**src/rtl/recorder.sv**
```systemverilog
// -----------------------------------------------------------------------------
// recorder
//
// Capture side of the replay path. While recording, din is sampled once every
// DIV enabled clock cycles and written to the shared sample RAM at consecutive
// addresses 0,1,2,... The number of samples captured is reported on length,
// which the replayer uses as its read limit.
//
// Ports
//   clk      in   1  system clock, rising edge
//   rst_n    in   1  asynchronous active-low reset
//   enable   in   1  tick gate; while low the tick counter and recording freeze
//   start    in   1  one-cycle pulse: clear and (re)start recording
//   stop     in   1  one-cycle pulse: end recording early (RECORD only)
//   max_len  in   8  capacity in samples, captured on start
//   din      in   8  sample data
//   write    out  1  RAM write strobe, one cycle per sample
//   addr     out  8  RAM write address
//   wdata    out  8  RAM write data
//   length   out  8  samples written in the current/last recording
//   ready    out  1  high in IDLE/DONE
//   done     out  1  high in DONE
// -----------------------------------------------------------------------------
module recorder #(
  parameter int CLOCK_FREQ_HZ = 12000000,
  parameter int TICK_PER_SEC  = 1000
) (
  input  logic       clk,
  input  logic       rst_n,
  input  logic       enable,
  input  logic       start,
  input  logic       stop,
  input  logic [7:0] max_len,
  input  logic [7:0] din,
  output logic       write,
  output logic [7:0] addr,
  output logic [7:0] wdata,
  output logic [7:0] length,
  output logic       ready,
  output logic       done
);

  localparam int QUOT  = CLOCK_FREQ_HZ / TICK_PER_SEC;
  // A clock slower than the tick rate degenerates to one sample per cycle.
  localparam int DIV   = (QUOT == 0) ? 1 : QUOT;
  localparam int CNT_W = (DIV > 1) ? $clog2(DIV) : 1;
  localparam logic [CNT_W-1:0] CNT_LAST = CNT_W'(DIV - 1);

  typedef enum logic [1:0] {
    IDLE   = 2'd0,
    RECORD = 2'd1,
    DONE   = 2'd2
  } state_t;

  state_t           state;
  state_t           next_state;
  logic [CNT_W-1:0] cnt;
  logic [7:0]       cap;
  logic             tick;

  assign tick = (state == RECORD) && enable && (cnt == CNT_LAST);

  // State register
  // NOTE: sequential state uses non-blocking assignments only, so every
  // register samples the pre-edge values of its neighbours.
  always_ff @(posedge clk or negedge rst_n) begin
    if (!rst_n) begin
      state <= IDLE;
    end else begin
      state <= next_state;
    end
  end

  // Next-state logic. start takes priority over everything, including a
  // coincident tick or stop.
  // NOTE: next_state gets a default before any branch so no path leaves it
  // unassigned, which would otherwise infer a latch.
  always_comb begin
    next_state = state;
    if (start) begin
      next_state = (max_len == 8'd0) ? DONE : RECORD;
    end else if (state == RECORD) begin
      // A tick together with stop still writes; the sample is counted first.
      if ((tick && (length + 8'd1 == cap)) || stop) begin
        next_state = DONE;
      end
    end
  end

  // Datapath and registered status decodes. done/ready are decoded from
  // next_state so they switch on the same edge as state itself.
  always_ff @(posedge clk or negedge rst_n) begin
    if (!rst_n) begin
      cnt    <= '0;
      cap    <= 8'd0;
      write  <= 1'b0;
      addr   <= 8'd0;
      wdata  <= 8'd0;
      length <= 8'd0;
      done   <= 1'b0;
      ready  <= 1'b1;
    end else begin
      write <= 1'b0;
      done  <= (next_state == DONE);
      ready <= (next_state != RECORD);
      if (start) begin
        cnt    <= '0;
        cap    <= max_len;
        length <= 8'd0;
      end else if ((state == RECORD) && enable) begin
        if (tick) begin
          cnt    <= '0;
          write  <= 1'b1;
          addr   <= length;
          wdata  <= din;
          // cap never exceeds 255, so length cannot wrap.
          length <= length + 8'd1;
        end else begin
          cnt <= cnt + CNT_W'(1);
        end
      end
    end
  end

endmodule

```
**config.mk**
```make
export PLATFORM = sky130hd
export DESIGN_NAME = recorder
export DESIGN_NICKNAME = d
export VERILOG_FILES = /design/src/rtl/recorder.sv
export SDC_FILE = /design/constraint.sdc
export NUM_CORES = 1
export LEC_CHECK = 0
export CORE_MARGIN = 2
export CORE_UTILIZATION = 40
export DETAILED_ROUTE_END_ITERATION = 16
export DONT_BUFFER_PORTS = 1
export SLEW_MARGIN = 20
export SYNTH_ARGS = -nofsm -noshare
export SYNTH_HDL_FRONTEND = slang
export SYNTH_SLANG_ARGS = --single-unit
```
**constraint.sdc**
```tcl
create_clock -name clk -period 2.22 [get_ports clk]
set_clock_uncertainty 0.05 [all_clocks]
set_input_delay 0.222 -clock clk [delete_from_list [all_inputs] [get_ports clk]]
set_output_delay 0.222 -clock clk [all_outputs]
set_load 0.05 [all_outputs]
```
### Word-level counts from Yosys, hierarchy flattened

Index checks and enable logic that the tools add are counted.

* register bits: 51
* word-level logic and storage cells: 39
* output and inout port bits: 27
* input bits: 21

* bitwise logic cells: 1
* muxes and demuxes: 13
* reductions and logical operators: 9
* $add $sub $neg: 2
* equality and inequality tests: 5

Operators with widths (number)
* 2-to-1 mux 14 bit: 3
* 2-to-1 mux 8 bit: 3
* adder 14 x 1 -> 14 bit, second input constant: 1
* == test 14 bit, second input constant: 1
* adder 8 x 1 -> 8 bit, second input constant: 1
* == test 8 bit: 1
* logical NOT 8 bit: 1
* 2-to-1 mux 2 bit: 4
* nonzero test 2 bit: 2
* logical AND 1 bit: 3
* 2-to-1 mux 1 bit: 3
* AND reduction 3 bit: 1
* == test 2 x 1 -> 1 bit, second input constant: 1
* == test 2 bit, second input constant: 1
* != test 2 x 1 -> 1 bit, second input constant: 1
* AND reduction 2 bit: 1
* logical OR 1 bit: 1
* inverter 1 bit: 1

### Longest topological paths before layout

* depth after elaboration: 9
* depth in mapped cells: 8
* depth with buffers taken out: 6

### Worst setup path before layout

Ideal clock, no wire load.

* path kind: reg2reg
* start: reg length[0]
* end: reg state[1]
* clock period less this slack: 2.221 ns
* arrival time: 2.052 ns
* path buffers: 0
* data required time: 2.051 ns
* path slack: -0.001 ns
* library setup time: 0.119 ns
* cell stages (with the launch flop): 7
* cells stage by stage: dfrtp_1 -> ha_1 -> nand3_1 -> and3b_1 -> and4bb_2 -> and4_1 -> o21a_1

* word-level cells in the longest chain between the ends: 7

RTL lines
* from (decl): line 38 `output logic [7:0] length,`
* from (signal assigned): line 117 `length <= length + 8'd1;`
* adder 8 x 1 -> 8 bit: line 84 `if ((tick && (length + 8'd1 == cap)) || stop) begin`
* == test 8 bit: line 84
* logical AND 1 bit: line 84
* logical OR 1 bit: line 84
* 2-to-1 mux 2 bit: line 84
* 2-to-1 mux 2 bit: line 82 `end else if (state == RECORD) begin`
* 2-to-1 mux 2 bit: line 80 `if (start) begin`
* via next_state[1]: line 56 `state_t next_state;`
* to (signal assigned): line 70 `state <= next_state;`
* to (decl): line 55 `state_t state;`

The timed path passes the listed nets, and every way through them passes these cells.
A chain may end at the register's enable or synchronous reset.

### Worst setup path after layout

* start: reg cnt[0]
* end: reg cnt[13]

* word-level cells in the longest chain between the ends: 5
* elaborated cells between the ends (all ways): 6
* those cells by class: add/sub (1); eq/ne (1); mux (3); reduce/logical (1)

RTL lines
* from (decl): line 57 `logic [CNT_W-1:0] cnt;`
* from (signal assigned): line 119 `cnt <= cnt + CNT_W'(1);`
* parallel branches: the longest is 2 deep, another holds adder 14 x 1 -> 14 bit
* 2-to-1 mux 14 bit *: line 111 `if (tick) begin`
* 2-to-1 mux 14 bit *: line 110 `end else if ((state == RECORD) && enable) begin`
* 2-to-1 mux 14 bit *: line 106 `if (start) begin`

Mark *: on every way between the ends. The select of a mux whose other input is x is not followed.

==> impl_metrics.ini <==
[final_layout]
fin_nets = 280
antenna_cells = 0
final_cells = 335
design_area_mm2 = 0.003028
drive_above_1_share_pct = 23.26
area_growth_pct = 14.91

[routing]
first_iter_violations = 116
ant_nets = 0
firstDrtPassIters = 4
totalWireLength_mm = 5.432
vias_per_cell = 5.555
drc_errors = 0
vias = 1861
routedWlPerCell_um = 16.21

[placed_design]
dpl_cell_area_mm2 = 0.002788
post-place-ws_ns = 0.1041
dpl.hpwl_mm = 3.882
port_buffers = 0
dp.cells = 317
place_congestion = 0.8437

[timing]
setup_viol = 0
finalCriticalPeriod_ns = 2.131
maxSlewHeadroom_pct = 55.84
fin_crit_sh_pct = 95.99
fmax_ghz = 0.4693
drv_slew = 0
worst_slack_ns = 0.08904
rsz0062_at_grt = yes
worstMarginPinSlew_ns = 0.6602
hold_viol_final = 0

[power]
irDropWorstVdd_v = 0.0002983
static-leakage-power_nw = 1.289
power_density_mw_per_mm2 = 580.3
fin_total_pwr_mw = 1.757

[critical_path]
worstPathCellList = ha_1 -> nand2_1 -> or3_1 -> o211a_2 -> and3_1 -> a221o_1
endpoint = cnt[13]
cp_data_arrival_time_ns = 2.27
reg2reg_depth = 6
regToRegEndpoint = cnt[13]
rrSetupSlack_ns = 0.09
critPathLaunch = cnt[0]
crit_path_top_delay_cell = or3_1
endpoint_kind = flop
worst-endpoint-required_ns = 2.36
cpPeakStageDelay_ns = 0.45
crit_type = reg2reg
r2r-start = cnt[0]
cp_max_fo = 10
start_kind = flop

[global_route]
first_global_vias = 1951
grt.overflow.total = 0
grt_max_degree = 52
grt_pass1_wl_mm = 9.335
grtUsageTotal_pct = 16.11
antenna_found_initial = 0

[synthesis]
synthFlopType = dfrtp_1
ys_seq_elements = 51
synth_most_common_cell = dfrtp_1
ys_async_sr_fraction_pct = 100.0
synth_top_area_share_pct = 47.48
synth_edf_count = 0
synth.avg_cell_area_um2 = 11.26
synth.area.top_cells = dfrtp_1 47%, mux2_2 6.4%, mux2_4 5.7%, xnor2_1 4.7%, nor3_1 2.7%
syn_area_mm2 = 0.002635
syn-instance-count = 234
ys_top_cells_by_count = 50 x dfrtp_1, 17 x nor2_1, 15 x mux2_2
yosysTopAreaCell = dfrtp_1
yosysWarnings = 0
synthesis.nets = 257
synth-seq-area-share_pct = 48.48
ys_types = 55

[flow_run]
drv_cap = 0

[die]
fp.dieH_um = 85.17
design.die.area_mm2 = 0.007253
ios = 48
core_area_mm2 = 0.006350
die_w_um = 85.17
start_util_pct = 41.50
rows = 29

[clock_network]
clkLatencyLatePin_ns = 0.31
cts.sinks = 51
clk_pin_slew_worst_paths_ns = 0.09
cts_tree = built
cts.path.max_buffers = 2
clockRootBuffer = clkbuf_8
htree_levels = 2
cts_made_buffers = 5

[status]
status = finished clean

[min_path]
worstHoldPathType = in2reg
-- cells in the final DEF, fill, tap and decap left out, types with 3 or more instances in the layout --
cell            n
dfrtp_1        49
nor2_1         17
mux2_2         15
xnor2_1        14
nand2_1        14
nor3_1         14
buf_4          14
nand3_1        11
mux2_4         10
dlygate4sd3_1   9
a31oi_1         8
xor2_1          7
o21ai_0         5
nand2b_1        5
clkbuf_8        5
or3_1           4
a21oi_1         4
nand4_1         4
inv_1           3
-- layer usage --
layer	wire, um	track usage, %	vias up
li1	-	-	893
met1	2348	20.41	899
met2	2642	26.56	63
met3	380	4.961	6
met4	61	4.762	0
met5	0	0	-
-- logic make-up (layout without fill, tap and decap cells) --
group,after synthesis,after routing,share of synthesized area (%)
AO/OA/AOI/OAI,30,30,7.693
XOR/XNOR,22,22,7.835
adder cells (fa/ha/maj),2,2,0.9495
buffers and inverters,12,36,3.086
flip-flops,51,51,48.48
multiplexers,26,26,12.49
AND/OR/NAND/NOR,91,91,19.47
-- report_power, final --
part,internal [mW],total (mW),switching [mW],leakage [nW]
Clock,0.336,0.639,0.303,0.0514
Sequential,0.953,0.987,0.0333,0.683
Combinational,0.0651,0.132,0.0665,0.555
-- area by class of cell --
cell class                 count  area, um^2
clock buffer                   6       72.57
clock inverter                 2       37.54
fill                         572        3322
inverter                       3       11.26
multi-input combinational    171        1289
sequential                    51        1279
tap                           77       96.34
timing repair buffer          25       242.7
-- how the worst min path moves through the flow --
stage / from / end / slack, ns / depth (start not counted)
after floorplan: rst_n / addr[0] / -0.12 / 0
after global placement: rst_n / wdata[4] / -0.12 / 0
after detailed placement: rst_n / wdata[4] / -0.12 / 0
after CTS: max_len[4] / cap[4] / 0.002 / 1
after global routing: max_len[3] / cap[3] / 0.003 / 1
final: din[2] / wdata[2] / 0.008 / 1
-- worst max-delay path, delay by kind of cell, from the launching register on --
family	cells	cell delay (ns)
and+or+nand+nor	3	0.75
adders and majority gates	1	0.21
DFF	1	0.38
AOI/OAI and AO/OA	2	0.62
-- repair_timing --
item / 4_1_cts / 5_1_grt
hold buffers: 7 / 3
endpoints found under the setup margin: 0 / 2
endpoints found under the hold margin: 72 / 2
gates resized for setup: 0 / 3
buffers inserted: 0 / 0
-- metrics by stage --
step,TNS [ns],hold slack (ns),utilization [%]
global route,-0.007520,0.002803,47.68
global placement,0,-0.1224,43.90
floorplan,0,-0.1236,-
detailed placement,0,-0.1226,43.90
finish,0,0.007600,47.68
CTS,0,0.001582,47.01
-- sequential cells by signal, summed over array words and instances, names as in the netlist --
signal  flops
ready       1
wdata       8
cap         8
addr        8
write       1
state       2
length      8
done        1
cnt        14
Power figures use the tool's default switching activity.
